**config.mk**
```make
export PLATFORM = sky130hd
export DESIGN_NAME = fetch_unit_flat
export DESIGN_NICKNAME = d
export VERILOG_FILES = /design/src/rtl/mips_pkg.sv /design/src/rtl/fetch_unit_if.sv /design/src/rtl/fetch_predecode.sv /design/src/rtl/fetch_unit.sv /design/src/flat_wrapper.sv
export SDC_FILE = /design/constraint.sdc
export NUM_CORES = 1
export LEC_CHECK = 0
export ABC_AREA = 1
export BUFFER_PORTS_ARGS = -buffer_cell sky130_fd_sc_hd__buf_4
export CAP_MARGIN = 20
export CORE_MARGIN = 4
export CORE_UTILIZATION = 55
export DETAILED_ROUTE_END_ITERATION = 16
export HOLD_SLACK_MARGIN = 0.03
export PLACE_DENSITY = 0.85
export RECOVER_POWER = 25
export SYNTH_ARGS = -nofsm -noshare
export SYNTH_HDL_FRONTEND = slang
export SYNTH_SLANG_ARGS = --single-unit
export TNS_END_PERCENT = 50
```
**constraint.sdc**
```tcl
create_clock -name clk -period 3.1 [get_ports clk]
set_input_delay 0 -clock clk [delete_from_list [all_inputs] [get_ports clk]]
set_output_delay 0 -clock clk [all_outputs]
set_load 0.1 [all_outputs]
```
**src/rtl/mips_pkg.sv**
```systemverilog
// rtl/mips_pkg.sv - MIPS opcodes, instruction field positions and fetch FSM states shared with the datapath.
package mips_pkg;

    localparam logic [5:0] OP_J  = 6'd2;
    localparam logic [5:0] OP_LW = 6'd35;

    localparam int OP_HI    = 31;
    localparam int OP_LO    = 26;
    localparam int RS_HI    = 25;
    localparam int RS_LO    = 21;
    localparam int RT_HI    = 20;
    localparam int RT_LO    = 16;
    localparam int IMM_HI   = 15;
    localparam int IMM_LO   = 0;
    localparam int JADDR_HI = 25;
    localparam int JADDR_LO = 0;

    typedef enum logic {
        RUN  = 1'b0,
        HALT = 1'b1
    } fetch_state_e;

    function automatic logic [5:0] opcode(input logic [31:0] ins);
        return ins[OP_HI:OP_LO];
    endfunction

endpackage

```
**src/rtl/fetch_unit_if.sv**
```systemverilog
// rtl/fetch_unit_if.sv - Fetch unit bus: imem read port, stall/redirect control, IF/ID register outputs.
interface fetch_unit_if #(
    parameter int IMEM_AW = 6
);
    logic [IMEM_AW-1:0] imem_addr;
    logic [31:0]        imem_rdata;
    logic               stall;
    logic               redirect_valid;
    logic [31:0]        redirect_pc;
    logic [31:0]        pc;
    logic [31:0]        instr;
    logic               instr_valid;
    logic               misalign_err;

    modport master (
        output imem_addr,
        input  imem_rdata,
        input  stall,
        input  redirect_valid,
        input  redirect_pc,
        output pc,
        output instr,
        output instr_valid,
        output misalign_err
    );

    modport slave (
        input  imem_addr,
        output imem_rdata,
        output stall,
        output redirect_valid,
        output redirect_pc,
        input  pc,
        input  instr,
        input  instr_valid,
        input  misalign_err
    );
endinterface

```
**src/rtl/fetch_predecode.sv**
```systemverilog
// rtl/fetch_predecode.sv - J-type detection and target formation; exists only with FETCH_JUMP_PREDECODE_EN.
`ifdef FETCH_JUMP_PREDECODE_EN
module fetch_predecode
    import mips_pkg::*;
(
    input  logic [3:0]  seg,
    input  logic [31:0] rdata,
    output logic        is_jump,
    output logic [31:0] target
);
    // seg is the top nibble of the sequential PC (pc_f+4), not of pc_f.
    assign is_jump = (opcode(rdata) == OP_J);
    assign target  = {seg, rdata[JADDR_HI:JADDR_LO], 2'b00};
endmodule
`endif

```
**src/rtl/fetch_unit.sv**
```systemverilog
// rtl/fetch_unit.sv - Instruction fetch stage with IF/ID register; FETCH_JUMP_PREDECODE_EN enables J predecode.
module fetch_unit
    import mips_pkg::*;
#(
    parameter logic [31:0] RESET_PC = 32'h0000_0000,
    parameter int          IMEM_AW  = 6
) (
    input  logic       clk,
    input  logic       rst_n,
    fetch_unit_if.master bus
);
    fetch_state_e state_q, state_d;
    logic [31:0]  pc_f_q, pc_f_d;
    logic [31:0]  pc_q, pc_d;
    logic [31:0]  instr_q, instr_d;
    logic         valid_q, valid_d;
    logic         err_q, err_d;
    logic [31:0]  pc_seq;
    logic         jump_hit;
    logic [31:0]  jump_target;

    assign pc_seq = pc_f_q + 32'd4;

`ifdef FETCH_JUMP_PREDECODE_EN
    fetch_predecode u_predecode (
        .seg     (pc_seq[31:28]),
        .rdata   (bus.imem_rdata),
        .is_jump (jump_hit),
        .target  (jump_target)
    );
`else
    assign jump_hit    = 1'b0;
    assign jump_target = 32'd0;
`endif

    always_ff @(posedge clk) begin
        if (!rst_n) begin
            state_q <= RUN;
            pc_f_q  <= RESET_PC;
            pc_q    <= 32'd0;
            instr_q <= 32'd0;
            valid_q <= 1'b0;
            err_q   <= 1'b0;
        end else begin
            state_q <= state_d;
            pc_f_q  <= pc_f_d;
            pc_q    <= pc_d;
            instr_q <= instr_d;
            valid_q <= valid_d;
            err_q   <= err_d;
        end
    end

    always_comb begin
        state_d = state_q;
        pc_f_d  = pc_f_q;
        pc_d    = pc_q;
        instr_d = instr_q;
        valid_d = valid_q;
        err_d   = err_q;
        case (state_q)
            RUN: begin
                if (bus.redirect_valid && (bus.redirect_pc[1:0] != 2'b00)) begin
                    state_d = HALT;
                    err_d   = 1'b1;
                    valid_d = 1'b0;
                end else if (bus.redirect_valid) begin
                    // Redirect wins over stall: the wrong-path word in IF/ID is dropped.
                    pc_f_d  = bus.redirect_pc;
                    valid_d = 1'b0;
                end else if (!bus.stall) begin
                    instr_d = bus.imem_rdata;
                    pc_d    = pc_f_q;
                    valid_d = 1'b1;
                    pc_f_d  = jump_hit ? jump_target : pc_seq;
                end
            end
            HALT: begin
                valid_d = 1'b0;
            end
            default: begin
                state_d = HALT;
                valid_d = 1'b0;
            end
        endcase
    end

    assign bus.imem_addr    = pc_f_q[IMEM_AW+1:2];
    assign bus.pc           = pc_q;
    assign bus.instr        = instr_q;
    assign bus.instr_valid  = valid_q;
    assign bus.misalign_err = err_q;

endmodule

```
**src/flat_wrapper.sv**
```systemverilog
// flat-port wrapper written by rule: the top's interface ports become plain ports
module fetch_unit_flat import mips_pkg::*;
#(
    parameter logic [31:0] RESET_PC = 32'h0000_0000,
    parameter int          IMEM_AW  = 6
)
  (clk, rst_n, bus_imem_addr, bus_imem_rdata, bus_stall, bus_redirect_valid, bus_redirect_pc, bus_pc, bus_instr, bus_instr_valid, bus_misalign_err);
  fetch_unit_if #(.IMEM_AW(IMEM_AW)) bus_i ();
  input  logic clk;
  input  logic rst_n;
  output wire logic [$bits(bus_i.imem_addr)-1:0] bus_imem_addr;
  input wire logic [$bits(bus_i.imem_rdata)-1:0] bus_imem_rdata;
  input wire logic [$bits(bus_i.stall)-1:0] bus_stall;
  input wire logic [$bits(bus_i.redirect_valid)-1:0] bus_redirect_valid;
  input wire logic [$bits(bus_i.redirect_pc)-1:0] bus_redirect_pc;
  output wire logic [$bits(bus_i.pc)-1:0] bus_pc;
  output wire logic [$bits(bus_i.instr)-1:0] bus_instr;
  output wire logic [$bits(bus_i.instr_valid)-1:0] bus_instr_valid;
  output wire logic [$bits(bus_i.misalign_err)-1:0] bus_misalign_err;
  assign bus_imem_addr = bus_i.imem_addr;
  assign bus_i.imem_rdata = bus_imem_rdata;
  assign bus_i.stall = bus_stall;
  assign bus_i.redirect_valid = bus_redirect_valid;
  assign bus_i.redirect_pc = bus_redirect_pc;
  assign bus_pc = bus_i.pc;
  assign bus_instr = bus_i.instr;
  assign bus_instr_valid = bus_i.instr_valid;
  assign bus_misalign_err = bus_i.misalign_err;
  fetch_unit #(.RESET_PC(RESET_PC), .IMEM_AW(IMEM_AW)) u_core (.clk(clk), .rst_n(rst_n), .bus(bus_i));
endmodule
```
==> impl_metrics.py, run 1 <==
metrics = {
    "power_and_ir_drop": {
        "p_sw_frac": 0.3981,
        "power.switching_mw": 1.247,
        "clockPowerShare": 0.262,
        "p_leak_nw": 2.425,
        "irDropWorstVdd_uv": 273.4,
        "seq_power_share": 0.451,
        "p_total_mw": 3.132,
        "p_per_area_nw_per_um2": 508.4,
        "p_comb_frac": 0.287,
        "p_int_mw": 1.885,
    },
    "placed_design": {
        "dpl.cell_count": 884,
        "placed_area_um2": 5575,
        "place_ws_ns": 1.120,
        "dp_hpwl_um": 9251,
        "routabilityCongestion": 0.9613,
        "port_buffers": 139,
    },
    "run": {
        "drv_cap": 0,
    },
    "synth": {
        "synth-edff-count": 0,
        "synth.distinct_cells": 29,
        "syn_inst": 679,
        "ys_top_cells_by_count": "150 x nand2_1, 142 x nor2_1, 99 x dfxtp_1, 85 x o21ai_0, 48 x a21oi_1",
        "synth-seq-cells": 99,
        "ys.flop_type": "dfxtp_1",
        "yosys-top-cells-area": "dfxtp_1 43%, nand2_1 12%, nor2_1 12%, o21ai_0 9.3%, a21oi_1 5.2%",
        "ys_seq_area_frac": 0.4315,
        "syn_nets": 748,
        "synth_top_area_cell": "dfxtp_1",
        "synth_top_cell_area_share": 0.4315,
        "ys.warnings.count": 0,
        "yosysMostFrequentCell": "nand2_1",
        "async_flop_share": 0,
        "synth_area_um2": 4593,
        "avgSynthCellArea_um2": 6.765,
    },
    "drt": {
        "ant_nets": 0,
        "wire_per_inst_um": 15.99,
        "wl_um": 15220,
        "routed_via_density": 5.508,
        "via_count": 5244,
        "dr.pass1.iters": 5,
        "drc": 0,
        "drt-initial-drc-count": 434,
    },
    "floorplanning": {
        "die_area_um2": 9877,
        "floorplan.initialDensity": 0.5618,
        "placementRows": 33,
        "core_area_um2": 8175,
        "io_pins": 140,
        "die_width_um": 99.39,
        "fp.dieH_um": 99.39,
    },
    "setup_path": {
        "crit_fanout": 56,
        "startpoint_type": "flop",
        "required_ns": 3.40,
        "crit_chain": "nor2_4 -> nand2_4 -> inv_2 -> buf_4 -> nor2_1 -> nor2_1",
        "crit_type": "flop to flop",
        "slowest_delay_ns": 0.69,
        "critPathSlowestCell": "inv_2",
        "critPathCaptureType": "flop",
        "critPathMostFrequentCell": "nor2_1",
        "arrival_ns": 2.37,
    },
    "timing": {
        "finalHoldViolCount": 0,
        "fin_crit_sh": 0.6682,
        "rsz0062_at_grt": "no",
        "finalCriticalPeriod_ns": 2.071,
        "slew_violations": 0,
        "tns_ns": 0,
        "slew-limit-headroom": 0.1972,
        "worst_slew_pin_slew_ns": 1.209,
        "fmax_mhz": 482.8,
        "finalSetupViolCount": 0,
        "finalClockSkew_ns": 0.005838,
        "layout_setup_ws_ns": 1.029,
        "hold-worst-slack_ns": 0.02778,
    },
    "layout": {
        "nNetsFinal": 911,
        "n_fill_cell": 605,
        "multiInputGateArea_um2": 2251,
        "final_cells": 952,
        "syn2layout_area_growth_pct": 34.13,
        "drive_above_1_share": 0.1724,
        "final_cell_area_um2": 6161,
        "final_util": 0.7536,
        "seq_area_um2": 1982,
        "n_antenna_cell": 0,
    },
    "global_routing": {
        "antenna_found_initial": 0,
        "grt_start_max_net_pins": 70,
        "overflow": 0,
        "grt_pass1_vias": 5060,
        "grt_pass1_wl_um": 24860,
        "grt_usage": 0.3077,
    },
    "cts": {
        "clkSlewWorstSetupHoldPaths_ns": 0.11,
        "tritoncts": "built",
        "htree_levels": 3,
        "clockBufferDepth": 2,
        "postCtsResizedCells": 0,
        "cts_sinks": 99,
        "clk-insertion-delay-late_ns": 0.37,
        "cts_made_buffers": 9,
        "root_buffer": "clkbuf_8",
    },
    "min_path": {
        "hp-class": "input pin to flop",
    },
    "run_status": {
        "outcome": "completed",
    },
}
repair_timing:
action | CTS | global route
hold buffers | 51 | 0
endpoints found under the hold margin | 51 | 0
buffers inserted | 0 | 0
cells by family (layout without fill, tap and decap cells):
family | after synthesis | in the layout | share of synthesized area
and+or+nand+nor | 349 | 349 | 0.3176
AOI/OAI and AO/OA | 149 | 149 | 0.1697
DFF | 99 | 99 | 0.4315
buffers and inverters | 81 | 249 | 0.07845
adders and majority gates | 1 | 1 | 0.002724
layout make-up:
cell class                      instances  area share
Timing Repair Buffer                  193      0.2354
Multi-Input combinational cell        499      0.3654
Clock inverter                          7     0.01137
Sequential cell                        99      0.3217
Clock buffer                            9     0.02011
Tap cell                              105     0.02132
Inverter                               40     0.02478
cell usage in the layout, fill, tap and decap left out, drive strengths merged:
cell type / instances
clkinvlp: 1
a22o: 2
nor3: 5
clkbuf: 49
ha: 1
a31oi: 3
clkinv: 3
nand3: 30
buf: 102
nor2: 154
or2: 1
o21ai: 89
and2: 2
a21oi: 52
inv: 43
dlygate4sd3: 51
o31ai: 3
nand2: 157
dfxtp: 99
flip-flops by register name (all words and copies together), names as in the netlist:
name	cells
u_core.pc_f_q	32
u_core.bus.instr	32
u_core.bus.instr_valid	1
u_core.bus.misalign_err	1
u_core.state_q	1
u_core.bus.pc	32
layer usage:
layer / up-vias / global-route usage / routed length [um]
met5: - / 0 / 0
met2: 290 / 0.5150 / 7138
li1: 2497 / - / -
met4: 0 / 0.1050 / 455
met3: 43 / 0.06802 / 1314
met1: 2414 / 0.3929 / 6310
power by group through the flow:
| stage | combinational [mW] | sequential (mW) | clock, mW |
|---|---|---|---|
| 6_report | 0.900 | 1.41 | 0.819 |
| 2_1_floorplan | 0.254 | 1.83 | 0 |
| 4_1_cts | 0.904 | 1.41 | 0.821 |
| 3_3_place_gp | 0.840 | 1.43 | 0 |
| 5_1_grt | 0.949 | 1.42 | 0.875 |
| 3_5_place_dp | 0.850 | 1.44 | 0 |
worst paths after layout:
path	from	end	slack, ns	cells past startpoint
worst max-delay path	u_core.state_q$_SDFF_PN0_	u_core.bus.instr[10]$_SDFFE_PN0P_	1.03	6
worst min-delay path	bus_redirect_pc[23]	u_core.pc_f_q[23]$_SDFFE_PN0P_	0.03	5
worst max register to register	u_core.state_q$_SDFF_PN0_	u_core.bus.instr[10]$_SDFFE_PN0P_	1.03	6
worst min register to register	u_core.bus.misalign_err$_SDFFE_PN0P_	u_core.bus.misalign_err$_SDFFE_PN0P_	0.47	2
worst max-delay path: cells and delay by family (launching register included):
kind / cells / cell delay, ns
buf+inv: 2 / 1.04
flops: 1 / 0.37
simple gates: 4 / 0.59
No activity file was read; power rests on OpenSTA's default activity.
==> run 2, diff against run 1 <==
- ABC_AREA: 1 -> 0
- CORE_UTILIZATION: 55 -> 51
- PLACE_DENSITY: 0.85 -> 0.8
- clock period: 3.1 -> 2.12 ns (I/O delays scaled with it)
==> impl_metrics.py, run 2 <==
metrics = {
    "synth": {
        "avgSynthCellArea_um2": 7.582,
        "syn_inst": 599,
        "yosys-top-cells-area": "dfxtp_1 44%, nand2_1 13%, a21oi_1 9.3%, clkbuf_1 3.1%, nor3_1 2.4%",
        "synthMuxAreaShare": 0.004408,
        "async_flop_share": 0,
        "ys_top_cells_by_count": "160 x nand2_1, 99 x dfxtp_1, 84 x a21oi_1, 37 x clkbuf_1, 25 x nor2_1",
        "ys.warnings.count": 0,
        "synth_top_family_by_area": "simple AND/OR/NAND/NOR gates",
        "synth_fa_ha_area_frac": 0.002755,
        "synth_top_cell_area_share": 0.4364,
        "ys_seq_area_frac": 0.4364,
        "synth_compound_area_frac": 0.2099,
        "synthXorXnorAreaFrac": 0,
        "yosys.area_share.simple": 0.2832,
        "synth-seq-cells": 99,
        "synth_top_area_cell": "dfxtp_1",
        "syn_nets": 668,
        "ys.flop_type": "dfxtp_1",
        "synth_area_um2": 4542,
        "synth.distinct_cells": 53,
        "synth-edff-count": 0,
        "yosysMostFrequentCell": "nand2_1",
    },
    "drt": {
        "drc": 0,
        "routed_via_density": 5.691,
        "wire_per_inst_um": 16.05,
        "dr.pass1.iters": 6,
        "wl_um": 14190,
        "drt-initial-drc-count": 412,
        "via_count": 5031,
        "ant_nets": 0,
    },
    "global_routing": {
        "grt_start_max_net_pins": 69,
        "antenna_found_initial": 0,
        "overflow": 0,
        "grt_pass1_vias": 4763,
        "grt_usage": 0.2725,
        "grt_pass1_wl_um": 22880,
    },
    "floorplanning": {
        "die_area_um2": 10480,
        "fp.dieH_um": 102.4,
        "die_width_um": 102.4,
        "core_area_um2": 8678,
        "io_pins": 140,
        "floorplan.initialDensity": 0.5234,
        "placementRows": 34,
    },
    "layout": {
        "syn2layout_area_growth_pct": 39.34,
        "final_common_cell": "nand2_1",
        "nNetsFinal": 840,
        "n_antenna_cell": 0,
        "final_cell_area_um2": 6329,
        "layout_common_cells": "160 x nand2_1, 118 x buf_4, 99 x dfxtp_1",
        "drive_above_1_share": 0.1894,
    },
    "timing": {
        "worst_slew_pin_slew_ns": 1.210,
        "finalHoldViolCount": 0,
        "slew-limit-headroom": 0.1967,
        "finalCriticalPeriod_ns": 2.054,
        "finalSetupViolCount": 0,
        "finalClockSkew_ns": 0.01350,
        "fin_crit_sh": 0.9689,
        "layout_setup_ws_ns": 0.06586,
        "fmax_mhz": 486.8,
        "hold-worst-slack_ns": 0.04021,
        "slew_violations": 0,
    },
    "placed_design": {
        "port_buffers": 139,
        "routabilityCongestion": 0.9097,
        "placed_area_um2": 5654,
        "dp_hpwl_um": 9078,
        "place_ws_ns": 0.06365,
    },
    "setup_path": {
        "crit_type": "flop to flop",
        "startpoint_type": "flop",
        "arrival_ns": 2.35,
        "crit_fanout": 8,
        "critPathCaptureType": "flop",
        "required_ns": 2.41,
    },
    "power_and_ir_drop": {
        "irDropWorstVdd_uv": 469.1,
        "p_per_area_nw_per_um2": 695.3,
        "p_total_mw": 4.400,
        "p_leak_nw": 2.413,
    },
    "run": {
        "drv_cap": 0,
    },
    "cts": {
        "cts_made_buffers": 9,
        "clk-insertion-delay-late_ns": 0.36,
        "htree_levels": 3,
        "clkSlewWorstSetupHoldPaths_ns": 0.10,
        "clockBufferDepth": 2,
        "tritoncts": "built",
        "cts_setup_buffers": 0,
        "cts_sinks": 99,
        "root_buffer": "clkbuf_8",
    },
    "run_status": {
        "outcome": "completed",
    },
    "min_path": {
        "hp-class": "input pin to flop",
    },
}
## run 2: cell types whose count changed in the layout (fill, tap and decap cells not counted), moves of 8 or more
cell | before | now
a21oi_1 | 48 | 84
a22oi_1 | 0 | 8
and3_1 | 0 | 16
buf_4 | 101 | 118
inv_1 | 38 | 11
nand2_1 | 150 | 160
nand3_1 | 30 | 13
nand4_1 | 0 | 14
nor2_1 | 142 | 25
nor3_1 | 4 | 21
o21ai_0 | 85 | 4
o22ai_1 | 0 | 8
## run 2: what timing repair did
item / CTS / global route
endpoints found under the hold margin: 56 / 0
hold buffers: 56 / 0
endpoints found under the setup margin: 0 / 1
gates resized for setup: 0 / 1
## run 2: worst max-delay path, stage by stage (launching register included)
cell,delay [ns]
dfxtp_1,0.46
ha_2,0.28
nand3_4,0.14
or4_4,0.59
or3_1,0.36
a31oi_1,0.16
## run 2: area by class of cell
| type | instances | area, um^2 |
|---|---|---|
| Sequential cell | 99 | 1982 |
| Clock inverter | 6 | 137.6 |
| Inverter | 12 | 45.04 |
| Multi-Input combinational cell | 433 | 2281 |
| Tap cell | 108 | 135.1 |
| Fill cell | 691 | 2350 |
| Clock buffer | 10 | 127.6 |
| Timing Repair Buffer | 216 | 1620 |
## run 2: stage by stage
stage,instances,utilization,setup TNS [ns]
2_1_floorplan,599,-,0
3_3_place_gp,812,0.6515,0
3_5_place_dp,812,0.6515,0
4_1_cts,884,0.7467,0
5_1_grt,884,0.7292,-0.001849
6_report,884,0.7292,0
## run 2: path summary, 6_finish.rpt
kind / to / slack (ns) / cells after the start / startpoint
min reg2reg: u_core.bus.pc[17]$_SDFFE_PN0P_ / 0.46 / 2 / u_core.bus.pc[17]$_SDFFE_PN0P_
max: u_core.pc_f_q[20]$_SDFFE_PN0P_ / 0.07 / 5 / u_core.pc_f_q[2]$_SDFFE_PN0P_
min: u_core.pc_f_q[26]$_SDFFE_PN0P_ / 0.04 / 4 / bus_redirect_pc[26]
max reg2reg: u_core.pc_f_q[20]$_SDFFE_PN0P_ / 0.07 / 5 / u_core.pc_f_q[2]$_SDFFE_PN0P_
## run 2: cell families after synthesis
logic type                 count (synthesis)
and+or+nand+nor                          276
AOI/OAI and AO/OA                        154
DFF                                       99
buffers and inverters                     67
muxes                                      2
adders and majority gates                  1
## run 2: power by group
part | switching [mW] | internal, mW | leakage, nW | total, mW
Sequential | 0.0641 | 1.92 | 0.804 | 1.98
Combinational | 0.563 | 0.277 | 1.48 | 0.841
Clock | 0.668 | 0.908 | 0.131 | 1.58
## run 2: per-layer routing
layer | share of wire | vias up | GRT usage
li1 | - | 2435 | -
met2 | 0.49 | 219 | 0.4498
met1 | 0.41 | 2358 | 0.3411
met4 | 0.014 | 0 | 0.09687
met5 | 0 | - | 0
met3 | 0.091 | 19 | 0.07713
==> run 3, diff against run 2 <==
- CORE_UTILIZATION: 51 -> 55
- PLACE_DENSITY: 0.8 -> 0.85
- clock period: 2.12 -> 2.7 ns (I/O delays scaled with it)
==> impl_metrics.py, run 3 (synthesized netlist as in run 2, its figures left out) <==
metrics = {
    "timing": {
        "finalClockSkew_ns": 0.005629,
        "finalCriticalPeriod_ns": 2.572,
        "slew-limit-headroom": 0.1932,
        "rsz0062_at_grt": "no",
        "slew_violations": 0,
        "layout_setup_ws_ns": 0.1276,
        "fmax_mhz": 388.7,
        "tns_ns": 0,
        "fin_crit_sh": 0.9527,
        "hold-worst-slack_ns": 0.03589,
        "worst_slew_pin_slew_ns": 1.215,
        "finalSetupViolCount": 0,
        "finalHoldViolCount": 0,
    },
    "drt": {
        "wl_um": 15220,
        "ant_nets": 0,
        "drc": 0,
        "drt-initial-drc-count": 389,
        "dr.pass1.iters": 6,
        "wire_per_inst_um": 17.39,
        "routed_via_density": 5.971,
        "via_count": 5225,
    },
    "cts": {
        "root_buffer": "clkbuf_8",
        "cts_sinks": 99,
        "tritoncts": "built",
        "cts_setup_buffers": 0,
        "clkSlewWorstSetupHoldPaths_ns": 0.09,
        "postCtsResizedCells": 0,
        "htree_levels": 3,
        "clk-insertion-delay-late_ns": 0.37,
        "ctsHoldBuffers": 59,
        "clockBufferDepth": 2,
        "cts_made_buffers": 9,
    },
    "floorplanning": {
        "die_width_um": 98.88,
        "placementRows": 32,
        "io_pins": 140,
        "die_area_um2": 9776,
        "core_area_um2": 7888,
        "floorplan.initialDensity": 0.5758,
        "fp.dieH_um": 98.88,
    },
    "layout": {
        "layout_common_cells": "160 x nand2_1, 113 x buf_4, 99 x dfxtp_1",
        "drive_above_1_share": 0.1811,
        "final_common_cell": "nand2_1",
        "n_antenna_cell": 0,
        "syn2layout_area_growth_pct": 37.49,
        "nNetsFinal": 838,
    },
    "power_and_ir_drop": {
        "irDropWorstVdd_uv": 344.3,
        "p_leak_nw": 2.384,
        "p_per_area_nw_per_um2": 524.3,
        "p_total_mw": 3.274,
    },
    "global_routing": {
        "grt_start_max_net_pins": 44,
        "busiest_layer": "met2",
        "grt_pass1_wl_um": 24610,
        "met2_usage": 0.5207,
        "antenna_found_initial": 0,
        "grtUsageMet1": 0.3640,
        "grt_pass1_vias": 5145,
        "grt_usage": 0.3052,
        "grt_use_met3": 0.07289,
        "overflow": 0,
    },
    "min_path": {
        "hp-class": "input pin to flop",
    },
    "placed_design": {
        "routabilityCongestion": 0.9424,
        "place_ws_ns": 0.6322,
        "port_buffers": 139,
        "dp_hpwl_um": 9387,
    },
    "setup_path": {
        "startpoint_type": "flop",
        "crit_chain": "or3_2 -> nand2_1 -> buf_4 -> o21a_1 -> o22ai_1 -> dlygate4sd3_1",
        "required_ns": 2.97,
        "critPathCaptureType": "flop",
        "slowest_delay_ns": 0.72,
        "crit_type": "flop to flop",
        "crit_fanout": 21,
        "arrival_ns": 2.84,
        "critPathSlowestCell": "or3_2",
        "cp_top_family": "simple AND/OR/NAND/NOR gates",
        "crit_buf_inv": 2,
    },
    "run": {
        "drv_cap": 0,
    },
    "run_status": {
        "outcome": "completed",
    },
}
## run 3: worst min-delay path, delay by kind of cell
kind | cells | cell delay, ns
AO/OA/AOI/OAI | 2 | 0.16
buffers and inverters | 1 | 0.07
AND/OR/NAND/NOR | 1 | 0.13
## run 3: final cells by class
class / count / area (um^2)
clock inverters: 5 / 77.57
multi-input cells: 433 / 2278
well taps: 102 / 127.6
clock buffers: 10 / 137.6
inverters: 12 / 45.04
fillers: 556 / 1643
flip-flops and latches: 99 / 1982
repair buffers: 214 / 1597
## run 3: routing by layer
metal  up-vias  wire length (um)
li1       2437                 -
met2       309              7503
met5         -                 0
met3        51              1407
met1      2428              5855
met4         0               449
## run 3: stage by stage
step,utilization,area [um^2],std cells
after CTS,0.8117,6402,875
after global placement,0.7095,5597,801
final,0.7917,6245,875
after floorplan,-,4542,599
after detailed placement,0.7095,5597,801
after global routing,0.7917,6245,875
## run 3: power by group
part	total, mW	internal, mW	switching (mW)
Combinational	0.667	0.215	0.452
Clock	1.05	0.539	0.511
Sequential	1.56	1.51	0.0505
Total	3.27	2.26	1.01
## run 3: path summary, 6_finish.rpt
path / from / end / slack [ns] / cells after the start
worst max-delay path: u_core.state_q$_SDFF_PN0_ / u_core.pc_f_q[12]$_SDFFE_PN0P_ / 0.13 / 6
worst min-delay path: bus_redirect_pc[17] / u_core.pc_f_q[17]$_SDFFE_PN0P_ / 0.04 / 4
worst max register to register: u_core.state_q$_SDFF_PN0_ / u_core.pc_f_q[12]$_SDFFE_PN0P_ / 0.13 / 6
worst min register to register: u_core.bus.pc[30]$_SDFFE_PN0P_ / u_core.bus.pc[30]$_SDFFE_PN0P_ / 0.46 / 2
